$ cat config.mk
export PLATFORM = sky130hd
export DESIGN_NAME = stream_demux_n
export DESIGN_NICKNAME = d
export VERILOG_FILES = /design/src/rtl/stream_demux_n_pkg.sv /design/src/rtl/demux_slot.sv /design/src/rtl/stream_demux_n.sv
export SDC_FILE = /design/constraint.sdc
export NUM_CORES = 1
export LEC_CHECK = 0
export CORE_MARGIN = 4
export CORE_UTILIZATION = 45
export CTS_CLUSTER_SIZE = 20
export DETAILED_ROUTE_END_ITERATION = 16
export PLACE_DENSITY = 0.84
export SYNTH_ARGS = -nofsm -noshare
export SYNTH_HDL_FRONTEND = slang
export SYNTH_HIERARCHICAL = 1
export SYNTH_SLANG_ARGS = --single-unit
$ cat constraint.sdc
create_clock -name clk -period 3.3 [get_ports clk]
set_clock_uncertainty 0.2 [all_clocks]
set_input_delay 0.66 -clock clk [delete_from_list [all_inputs] [get_ports clk]]
set_output_delay 0.66 -clock clk [all_outputs]
set_load 0.01 [all_outputs]
$ cat src/rtl/stream_demux_n_pkg.sv
// Shared constants and helpers for the parametrised bus demux blocks.
package stream_demux_n_pkg;

    localparam int ERR_CNT_W = 8;
    localparam logic [ERR_CNT_W-1:0] ERR_CNT_MAX = 8'd255;

    // Select width for an n-way block; never narrower than one bit.
    function automatic int sel_width(input int n);
        return (n <= 2) ? 1 : $clog2(n);
    endfunction

endpackage

$ cat src/rtl/demux_slot.sv
// One-entry holding register for a single demux output channel.
module demux_slot #(
    parameter int WIDTH = 16
) (
    input  logic             clk,
    input  logic             rst_n,
    input  logic             flush,
    input  logic             load,
    input  logic [WIDTH-1:0] d,
    input  logic             rdy,
    output logic [WIDTH-1:0] q,
    output logic             vld,
    output logic             free_o
);

    // A draining slot can accept a new beat on the same edge.
    assign free_o = !vld || rdy;

    always_ff @(posedge clk or negedge rst_n) begin
        if (!rst_n) begin
            vld <= 1'b0;
            q   <= '0;
        end else if (flush) begin
            vld <= 1'b0;
        end else if (load) begin
            q   <= d;
            vld <= 1'b1;
        end else if (rdy && vld) begin
            vld <= 1'b0;
        end
    end

endmodule

$ cat src/rtl/stream_demux_n.sv
// 1-to-NUM_OUT valid/ready demux with per-channel holding slots, broadcast and bad-select accounting.
module stream_demux_n
    import stream_demux_n_pkg::*;
#(
    parameter int WIDTH   = 16,
    parameter int NUM_OUT = 2,
    localparam int SEL_W  = sel_width(NUM_OUT)
) (
    input  logic                     clk,
    input  logic                     rst_n,
    input  logic                     flush,
    input  logic [WIDTH-1:0]         in_data,
    input  logic [SEL_W-1:0]         in_sel,
    input  logic                     in_bcast,
    input  logic                     in_valid,
    output logic                     in_ready,
    output logic [NUM_OUT*WIDTH-1:0] out_data,
    output logic [NUM_OUT-1:0]       out_valid,
    input  logic [NUM_OUT-1:0]       out_ready,
    output logic                     sel_err,
    output logic [ERR_CNT_W-1:0]     err_cnt
);

    localparam int SEL_SPAN = 2 ** SEL_W;

    logic [NUM_OUT-1:0]  free;
    logic [NUM_OUT-1:0]  load;
    logic [SEL_SPAN-1:0] free_ext;
    logic                sel_ok;
    logic                accept;
    logic                drop;

    // Zero-padded so an out-of-range select never indexes past the vector.
    assign free_ext = SEL_SPAN'(free);

    generate
        if (SEL_SPAN == NUM_OUT) begin : g_sel_full
            assign sel_ok = 1'b1;
        end else begin : g_sel_part
            assign sel_ok = (in_sel < SEL_W'(NUM_OUT));
        end
    endgenerate

    always_comb begin
        in_ready = 1'b0;
        if (rst_n && !flush) begin
            if (in_bcast)
                in_ready = &free;
            else if (sel_ok)
                in_ready = free_ext[in_sel];
            else
                in_ready = 1'b1;
        end
    end

    assign accept = in_valid && in_ready;
    assign drop   = accept && !in_bcast && !sel_ok;

    genvar i;
    generate
        for (i = 0; i < NUM_OUT; i++) begin : g_slot
            assign load[i] = accept && (in_bcast || (sel_ok && in_sel == SEL_W'(i)));

            demux_slot #(.WIDTH(WIDTH)) u_slot (
                .clk    (clk),
                .rst_n  (rst_n),
                .flush  (flush),
                .load   (load[i]),
                .d      (in_data),
                .rdy    (out_ready[i]),
                .q      (out_data[i*WIDTH +: WIDTH]),
                .vld    (out_valid[i]),
                .free_o (free[i])
            );
        end
    endgenerate

    // Error count survives flush; only reset clears it.
    always_ff @(posedge clk or negedge rst_n) begin
        if (!rst_n) begin
            sel_err <= 1'b0;
            err_cnt <= '0;
        end else begin
            sel_err <= drop;
            if (drop && err_cnt != ERR_CNT_MAX)
                err_cnt <= err_cnt + 1'b1;
        end
    end

endmodule

---- Yosys cells after proc, flatten, opt, wreduce, memory -nomap -nowiden ----
Index checks and enable logic that the tools add are counted.
storage, ports and cells
  bits in registers ....................... 34
  input port bits ......................... 24
  output and inout port bits .............. 44
  word-level logic and storage cells ...... 35
operators by class
  $lt $le $gt $ge ......................... 1
  muxes and demuxes ....................... 10
  bitwise operators ....................... 2
  reductions and logical operators ........ 18
operators with widths
  operator            number
  $mux 1              10
  $logic_and 1x1->1   6
  $reduce_and 2->1    3
  $reduce_bool 3->1   2
  $logic_or 1x1->1    4
  $logic_not 1->1     3
  $lt 1x2->1 const B  1
  $not 1->1           2

---- Depth between registers and ports, before layout ----
Gate-level depths: netlist of run 1.
  depth after elaboration ................. 10
  gate-level depth with buffers ........... 7
  gate-level depth less buffers ........... 5

---- Modules after synthesis ----
Netlist of run 1, hierarchy kept.
modules (own cells, without submodules)
  module          instances  cells an instance  area an instance (µm²)  seq. area each (µm²)
  demux_slot      2          39                 703.2                   425.4
  stream_demux_n  1          20                 180.2                   0.0

---- Least setup slack after synthesis of run 1 ----
OpenSTA, ideal clock, no wires.
  path type ............................... input port to flip-flop
  start ................................... input out_ready[1]
  end ..................................... register g_slot[0].u_slot.q[0]
  library setup time ...................... 0.125 ns
  arrival ................................. 1.829 ns
  data required time ...................... 2.975 ns
  path slack .............................. 1.146 ns
  stages .................................. 7
  buffers on the path ..................... 2
  cell sequence ........................... nand2b_1 nor2b_1 nor4b_2 nor2b_4 buf_6 buf_12 mux2_4
between the ends
  longest elaborated chain between the ends .. 8
  elaborated cells on any way between the ends .. 9
  classes of those cells .................. 4 x mux; 5 x reduce/logical
RTL lines
  what                                        line                  text
  start, declared                             stream_demux_n.sv:19  input logic [NUM_OUT-1:0] out_ready,
  $logic_or 1x1->1 *                          demux_slot.sv:17      assign free_o = !vld || rdy;
  $mux 1 (not written as such) (2 in series)  stream_demux_n.sv:50  in_ready = free_ext[in_sel];
  $mux 1 *                                    stream_demux_n.sv:47  if (in_bcast)
  $mux 1 *                                    stream_demux_n.sv:46  if (rst_n && !flush) begin
  $logic_and 1x1->1 *                         stream_demux_n.sv:56  assign accept = in_valid && in_ready;
  $logic_and 1x1->1 *                         stream_demux_n.sv:62  assign load[i] = accept && (in_bcast || (sel_ok && in_sel == SEL_W'(i)));
  named net load[0]                           stream_demux_n.sv:27  logic [NUM_OUT-1:0] load;
  $reduce_and 2->1 (no source line) *         -
  end signal, assigned                        demux_slot.sv:22      q <= '0;
  end signal, assigned                        demux_slot.sv:26      q <= d;
  end, declared                               demux_slot.sv:11      output logic [WIDTH-1:0] q,
Mark *: on every way through the listed nets, which the timed path passes. The rest lies on a longest branch. The select of a mux whose other input is x is not followed.
A chain may end at the register's enable or synchronous reset.

---- Worst setup path after layout of run 1 ----
  start ................................... input rst_n
  end ..................................... output in_ready
between the ends
  longest elaborated chain between the ends .. 2
RTL lines
  what               line                  text
  start, declared    stream_demux_n.sv:10  input logic rst_n,
  $logic_and 1x1->1  stream_demux_n.sv:46
  $mux 1             stream_demux_n.sv:46
  end, declared      stream_demux_n.sv:16  output logic in_ready,
No other way between the ends.

==> run summary, run 1 <==
The run finished with clean final reports. The run gives 42 as the starting DRC count in detailed routing. In the final layout, the multi-input gates occupy 624 um2.

The critical path in this run is classified as input pin to primary output. For the final-report hold violation count, the log shows 0. The synthesized design spends more area on one cell type than any other, namely dfrtp_1.

In this run, synthesis inferred 0 flip-flops with an integrated enable. The number of setup buffers added after CTS is 0. Of the total synthesized cell area, the portion taken by XOR and XNOR cells is 0%. Dividing the detail-routed via count by the number of cells gives 4.64.

Global routing finished with a remaining overflow of 0. Across the VDD grid, the largest voltage drop is 0.337 mV. Counting along the longest clock path gives a buffer depth of 2. Summing the areas of all and, or, nand and nor instances in the mapped netlist gives 6.86% of the synthesized area. The tools report the final total negative setup slack as 0 ns. A synthesized cell averages 16.2 um2.

At the end of routability-driven placement, the weighted congestion stood at 0.876. Clock insertion delay at the later pin of the skew report: 0.32 ns. Minimum period implied by the final worst setup slack: 3.18 ns.

The die width is 67.4 um, and the number of port buffers is 58. The arithmetic-cell share of the synthesized area counting full adders, half adders and majority gates is 0%, and the number of top-level design ports is 68. Counting the fill cells in the layout gives 267.

The classification of the worst-slack hold path is flop to flop. The worst register-to-register path begins at g_slot[0].u_slot/vld. Of all nets on the critical path, the largest fanout is 6. Setup repair after global routing left no endpoint under its margin.

The compound-cell area share of the yosys netlist was 1.66%. The leading cell type by number of instances after synthesis was dfrtp_1. Clock tree synthesis found a total of 34 sinks. STA classifies the critical path endpoint as a primary output. In this run the core area contains 21 standard-cell rows. The first-pass detailed-route iteration total was 4; the share of synthesized area spent on multiplexers was 28.7%. The worst hold path begins at g_slot[0].u_slot/q[10]. The max-slew violation count was 0; the share of the synthesized area in the top cell type was 53.6%. The die covers 4540 um2.

The final layout contains routed wiring with a total length of 3.33 mm. The number of global-route vias before repair is 1069. The worst setup path is launched from an input pin.

The post-cts resize count is 0. Entering global routing, the biggest net connects 21 pins. Largest family of logic cells by synthesized area: multiplexers. Among all flip-flop cells after synthesis, the most frequent one is dfrtp_1. Setup slack on the critical path of the routed design comes to 0.125 ns. Counting flops and latches in the post-synthesis netlist gives 34.

The tree is rooted in a clkbuf_4. TritonCTS created 5 clock buffers. The power density over cell area came out at 561 nW/um2. Summing every instance area after synthesis gives 1590 um2. For the all-layer global routing usage, the log shows 16.2%. Detailed placement ended at an HPWL of 2.59 mm. Summed over all cells, the static leakage comes to 0.986 nW.

The number of antenna diodes came out at 0. TritonCTS built the clock tree. After synthesis, the netlist uses 19 different library cells. Setup violations remaining at the end of the flow were counted as 0. The area taken by flip-flops and latches is 851 um2.

Max-cap violations in this run came to 0. The initial antenna violation count is 0. For this block, the via count after detailed routing is 984. After synthesis, the most frequently instantiated cells are dfrtp_1, mux2_4, mux2_2. In the final layout, the share of cells above drive strength 1 is 32.5%.

Post-placement worst setup slack: 0.233 ns. Sequential cells were found to cover 53.6% of the synthesized design area. CTS built an H-tree with a depth of 2. The yosys synthesis warning count is 6, and the total core area is 3360 um2. The initial utilization of the core area, before any placement, comes to 47.2%.

The critical path required time is 2.44 ns. The run gives 98 as the gate count after technology mapping. The critical path starts at rst_n. The maximum frequency from static timing analysis is 0.315 GHz.

Relative to the synthesized area, the layout overhead comes to 41.1%. After synthesis, the cell types taking the most area are dfrtp_1, mux2_4, mux2_2, buf_4, buf_12. The clock transition at the registers of the reported paths was 0.10 ns. The number of antenna-violating nets in the routed design is 0, and the share of flip-flops with an asynchronous set or reset after synthesis is 100%. Dividing the final minimum period by the clock period gives 96.2%. The count of hold-fix buffers inserted at cts was 1; the routed length per placed instance was 15.7 um.

The first global-routing pass estimated 5.18 mm of wire. For the data arrival time of the worst path, the log shows 2.32 ns. In this run the vertical extent of the chip is 67.4 um. The net count of the finished layout is 189.

In the routed design, unresolved DRC markers number 0.
-- critical path, stage by stage --
cell             delay (ns)
dlygate4sd3_1          0.52
buf_2                  0.18
inv_2                  0.04
o41ai_2                0.31
clkdlybuf4s50_1        0.59
-- layer usage --
| metal | up-vias | GRT usage (%) | part of all wire (%) |
|---|---|---|---|
| met2 | 41 | 27.2 | 53 |
| met3 | 5 | 6.99 | 7.6 |
| met4 | 0 | 7.59 | 1.3 |
| met1 | 487 | 17.6 | 38 |
| met5 | - | 0 | 0 |
| li1 | 451 | - | - |
-- flip-flops by register name, summed over array words and instances (netlist names) --
register / count
g_slot.u_slot/q: 32
g_slot.u_slot/vld: 2
-- report_power, final --
group | total (mW) | internal (mW) | switching [mW]
registers | 0.570 | 0.513 | 0.0563
logic | 0.448 | 0.300 | 0.148
clock network | 0.238 | 0.102 | 0.135
-- layout by cell type (no fill, tap or decap), drive strengths merged --
master	count
nand4b	1
nand2b	2
mux2	32
o41ai	1
clkbuf	6
inv	3
a21oi	2
dlygate4sd3	1
mux2i	2
clkdlybuf4s50	57
nor2b	4
buf	7
conb	9
clkinvlp	1
nor3b	1
dfrtp	34
nand3b	1
clkinv	1
nor4b	1
-- cell type report --
type | instances | share of cell area, %
tap | 46 | 2.57
timing repair buffer | 65 | 28.2
inverter | 3 | 0.503
multi-input combinational | 56 | 27.9
sequential | 34 | 38.0
clock inverter | 2 | 0.559
clock buffer | 6 | 2.29
-- cell families after synthesis --
group           count (synthesis)
compound gates                  3
buf+inv                        16
mux                            34
other cells                     1
simple gates                   10
flops                          34
-- through the flow --
| stage | power [mW] | area (um2) | cells | hold slack (ns) | util (%) |
|---|---|---|---|---|---|
| 6_report | 1.26 | 2240 | 212 | 0.316 | 66.6 |
| 5_1_grt | 1.34 | 2240 | 212 | 0.343 | 66.6 |
| 4_1_cts | 1.28 | 2240 | 212 | 0.324 | 66.6 |
| 3_5_place_dp | 1.03 | 2160 | 203 | 0.292 | 64.4 |
| 3_3_place_gp | 1.01 | 2160 | 203 | 0.289 | 64.4 |
| 2_1_floorplan | 0.765 | 1620 | 106 | 0.164 | - |
-- worst paths after layout --
path / cells after the start / end / slack [ns]
worst max-delay path: 5 / in_ready / 0.12
worst min register to register: 1 / g_slot[0].u_slot/q[10] / 0.32
min in group asynchronous: 2 / g_slot[1].u_slot/vld / 0.49
worst min-delay path: 1 / g_slot[0].u_slot/q[10] / 0.32
worst max register to register: 6 / g_slot[1].u_slot/q[15] / 1.17
max in group asynchronous: 3 / g_slot[1].u_slot/q[15] / 1.95
Note: power is estimated with default switching activity, not from simulation.
==> inputs of run 2 (changes only) <==
Settings changed: ABC_AREA set to 1, PLACE_DENSITY 0.84 to 0.85.
==> run 2 against run 1 <==
  * Utilization fell by 0.83 points
  * Critical endpoint unchanged
  * Highest routed layer unchanged
  * Routed wire length rose by 12%
  * Clock-buffer cell count rose by 2
  * Sequential share of layout area rose by 0.78 points
  * Hold slack got worse by 0.035 ns
  * Die area fell by 1.1%
  * First-iteration DRC count rose by 17%
  * Total power fell by 5.1%
  * Critical path depth did not move
  * Global-route usage rose by 2.5 points
  * Cell count rose by 32%
  * Sequential cell count did not move
==> run summary, run 2 <==
The flow ran to the end, and the final reports show no timing, DRC or antenna violations. The run gives 0 (unchanged) as the max-slew violation count. The tools report the critical path startpoint as rst_n (unchanged). The power density over cell area came out at 543 nW/um2 (was 561 nW/um2). The logs give 3.73 mm (was 3.33 mm) for the routed wire length and 35 (was 21) for the pin count of the biggest net entering global routing. Final total negative setup slack: 0 ns (unchanged). The tools report the root buffer cell as clkbuf_4 (unchanged). The most frequent standard cell in the layout excluding fill and tap cells is nand2_1 (was clkdlybuf4s50_1). The count of hold-fix buffers inserted at cts is 0 (was 1). The classification of the worst-slack hold path is flop to flop (unchanged). For the reported max-cap violation count, the log shows 0 (unchanged). The cell accounting for the most synthesized area is dfrtp_1 (unchanged). The capture point of the worst path was in_ready (unchanged). The register-to-register path setup slack is 1.61 ns (was 1.17 ns). The clock transition at the registers of the reported paths works out to 0.09 ns (was 0.10 ns). The cell count of the worst reg-to-reg path was 8 (was 6).

The logs give 49 (was 42) for the starting DRC count in detailed routing and 0 (unchanged) for the number of antenna diodes. The number of placed instances, taps included came out at 271 (was 203). The run gives 0.772 (was 0.876) as the last weighted congestion value of the routability-driven placer. The number of storage elements in the synthesis netlist was 34 (unchanged); the synthesized area divided by synthesized cell count was 9.05 um2 (was 16.2 um2). The die area was 4490 um2 (was 4540 um2). The post-CTS setup buffer count was 0 (unchanged); the H-tree level count was 2 (unchanged). Minimum period implied by the final worst setup slack: 2.94 ns (was 3.18 ns).

For the clock insertion delay at the later pin of the skew report, the log shows 0.33 ns (was 0.32 ns). Top Registers: g_slot.u_slot/q: 32 flops, g_slot.u_slot/vld: 2 flops (unchanged). The final-report hold violation count is 0 (unchanged), and the die height is 67 um (was 67.4 um). The share of the synthesized area in the top cell type was 54.3% (was 53.6%); the data arrival time of the worst path was 2.08 ns (was 2.32 ns). For the global routing usage on met1, the log shows 24.8% (was 17.6%). The total DRC errors in the routed layout is 0 (unchanged), and the via density per instance is 4.66 (was 4.64). The fraction of layout instances using a drive strength above 1 works out to 11.2% (was 32.5%).

The logs give 34 (unchanged) for the number of clock sinks and 0 (unchanged) for the number of antenna-violating nets in the routed design. The tools report the maximum frequency from static timing analysis as 0.341 GHz (was 0.315 GHz). The first-pass detailed-route iteration total is 4 (unchanged).

The tools report the all-layer global routing usage as 18.7% (was 16.2%). The total overflow reported by the global router was 0 (unchanged). The tools report the total CTS buffers as 5 (unchanged). The post-cts resize count is 0 (unchanged).

The number of flip-flops under the largest register name is 32 (unchanged). The tools report the element type at the critical path start as an input pin (unchanged). The yosys synthesis warning count is 6 (unchanged), and the cell area after technology mapping is 1570 um2 (was 1590 um2). The tools report the critical register-to-register path endpoint as g_slot[0].u_slot/q[11] (was g_slot[1].u_slot/q[15]).

For the critical path required time, the log shows 2.44 ns (about the same). The logs give 68 (unchanged) for the number of top-level design ports and 21 (unchanged) for the number of rows created at floorplan. Setup repair after global routing left no endpoint under its margin. For the met3 demand-to-capacity share in global routing, the log shows 6.07% (was 6.99%). Detailed-placement wirelength estimate: 2.69 mm (was 2.59 mm). The number of distinct library cells after synthesis came out at 14 (was 19). The routed length per placed instance is 13.4 um (was 15.7 um). Peak-usage layer in the global routing report: met2 (unchanged). The cell area reported after detailed placement is 2110 um2 (was 2160 um2), and the vias after detailed routing is 1301 (was 984). The tools report the total number of nets in the final design as 256 (was 189).

The share of flip-flops with an asynchronous set or reset after synthesis was 100% (unchanged). The tools report the sequential share of the synthesized area as 54.3% (was 53.6%). The register with the highest flop count was g_slot.u_slot/q (unchanged). The kind of critical path is input pin to primary output (unchanged). The worst IR drop on VDD is 0.324 mV (was 0.337 mV), and the number of port buffers is 58 (unchanged). The tools report the met2 global-route usage as 28.1% (was 27.2%). The category of the worst setup path capture point is a primary output (unchanged). The area growth from synthesis to final layout is 40.0% (was 41.1%), and the initial antenna violation count is 0 (unchanged). The count of final setup violators is 0 (unchanged), and the peak fanout along the critical path is 2 (was 6). The effective utilization at floorplan is 46.9% (was 47.2%).

The run gives 2190 um2 (was 2240 um2) as the final standard cell area without fillers. Wire length of the first global-routing pass: 6.12 mm (was 5.18 mm). Highest-count cells in the layout ignoring fill and taps: nand2_1, clkdlybuf4s50_1, nand3_1, dfrtp_1, nand2_2 (was clkdlybuf4s50_1, dfrtp_1, mux2_4). The ratio of final minimum period to clock period is 89.0% (was 96.2%). The most instantiated flip-flop cell in the synthesis netlist was dfrtp_1 (unchanged). The run gives 279 (was 212) as the number of cells in the finished layout apart from fillers. The number of synthesized flops with an enable pin was 0 (unchanged). The die width was 67 um (was 67.4 um). The run gives 1.10 nW (was 0.986 nW) as the leakage power total. Most instantiated cells after synthesis: nand2_1, dfrtp_1, nand3_1 (was dfrtp_1, mux2_4, mux2_2). For the total core area, the log shows 3340 um2 (was 3360 um2).

The leading cell type by number of instances after synthesis was nand2_1 (was dfrtp_1). Dominant cells by area after synthesis: dfrtp_1, nand2_1, nand3_1, buf_4, nand2_2 (was dfrtp_1, mux2_4, mux2_2, buf_4, buf_12). The critical register-to-register path startpoint was g_slot[1].u_slot/vld (was g_slot[0].u_slot/vld).

For the gate count after technology mapping, the log shows 173 (was 98). The run gives 1247 (was 1069) as the number of global-route vias before repair. TritonCTS built the clock tree.

The maximum clock insertion buffer count came out at 2 (unchanged).
==> run 2: changes by cell type after synthesis, sizes merged, moves of 4 or more <==
| cell | previous run | this run |
|---|---|---|
| nor2 | 0 | 4 |
| buf | 13 | 17 |
| mux2 | 32 | 0 |
| nor2b | 4 | 0 |
| nand2 | 0 | 72 |
| inv | 3 | 8 |
| nand3 | 0 | 34 |
==> run 2: critical path, cell delays in order <==
cell and delay (ns):
clkdlybuf4s50_1 0.54, inv_1 0.06, nor2_1 0.11, and3_2 0.18
clkdlybuf4s50_1 0.53
==> run 2: area by class of cell <==
class	count	area, um2
timing repair buffer	61	603
sequential	34	851
inverter	8	35.0
clock buffer	8	78.8
multi-input combinational	122	568
fill	303	1140
tap	46	57.6
==> run 2: worst min-delay path by stage <==
stage / slack, ns / endpoint / depth (start not counted) / start
2_1_floorplan: 0.16 / g_slot[0].u_slot/q[0] / 0 / rst_n
3_3_place_gp: 0.25 / g_slot[0].u_slot/q[7] / 2 / g_slot[0].u_slot/q[7]
3_5_place_dp: 0.26 / g_slot[0].u_slot/q[4] / 2 / g_slot[0].u_slot/q[4]
4_1_cts: 0.28 / g_slot[0].u_slot/q[4] / 2 / g_slot[0].u_slot/q[4]
5_1_grt: 0.31 / g_slot[0].u_slot/q[12] / 2 / g_slot[0].u_slot/q[12]
6_report: 0.28 / g_slot[0].u_slot/q[4] / 2 / g_slot[0].u_slot/q[4]
==> run 2: logic make-up (layout without fill, tap and decap cells) <==
group / Yosys count / in the layout / synth area share [%]
AOI/OAI and AO/OA: 1 / 1 / 0.479
buffers and inverters: 25 / 77 / 11.3
DFF: 34 / 34 / 54.3
other: 1 / 9 / 0.239
and+or+nand+nor: 112 / 112 / 33.6
==> run 2: power breakdown <==
part           total, mW  switching, mW  internal (mW)
registers          0.551         0.0512          0.500
clock network      0.277          0.131          0.146
logic              0.364          0.157          0.207
==> run 2: per-layer routing <==
layer,vias up,part of all wire [%]
met5,-,0
met1,599,43
li1,647,-
met2,53,50
met4,0,0.86
met3,2,6.7
==> run 2: stage by stage <==
step / hold WS, ns / power [mW] / worst slack (ns) / utilization, %
after floorplan: 0.164 / 0.701 / 1.35 / -
after global placement: 0.254 / 0.919 / 0.345 / 63.4
after detailed placement: 0.262 / 0.929 / 0.349 / 63.4
after CTS: 0.285 / 1.21 / 0.343 / 65.7
after global routing: 0.306 / 1.26 / 0.298 / 65.7
final: 0.282 / 1.19 / 0.364 / 65.7
==> inputs of run 3 (changes only) <==
Settings changed: CAP_MARGIN set to 20.
==> results of run 3 <==
Final layout, timing and power as in run 2 (identical DEF).
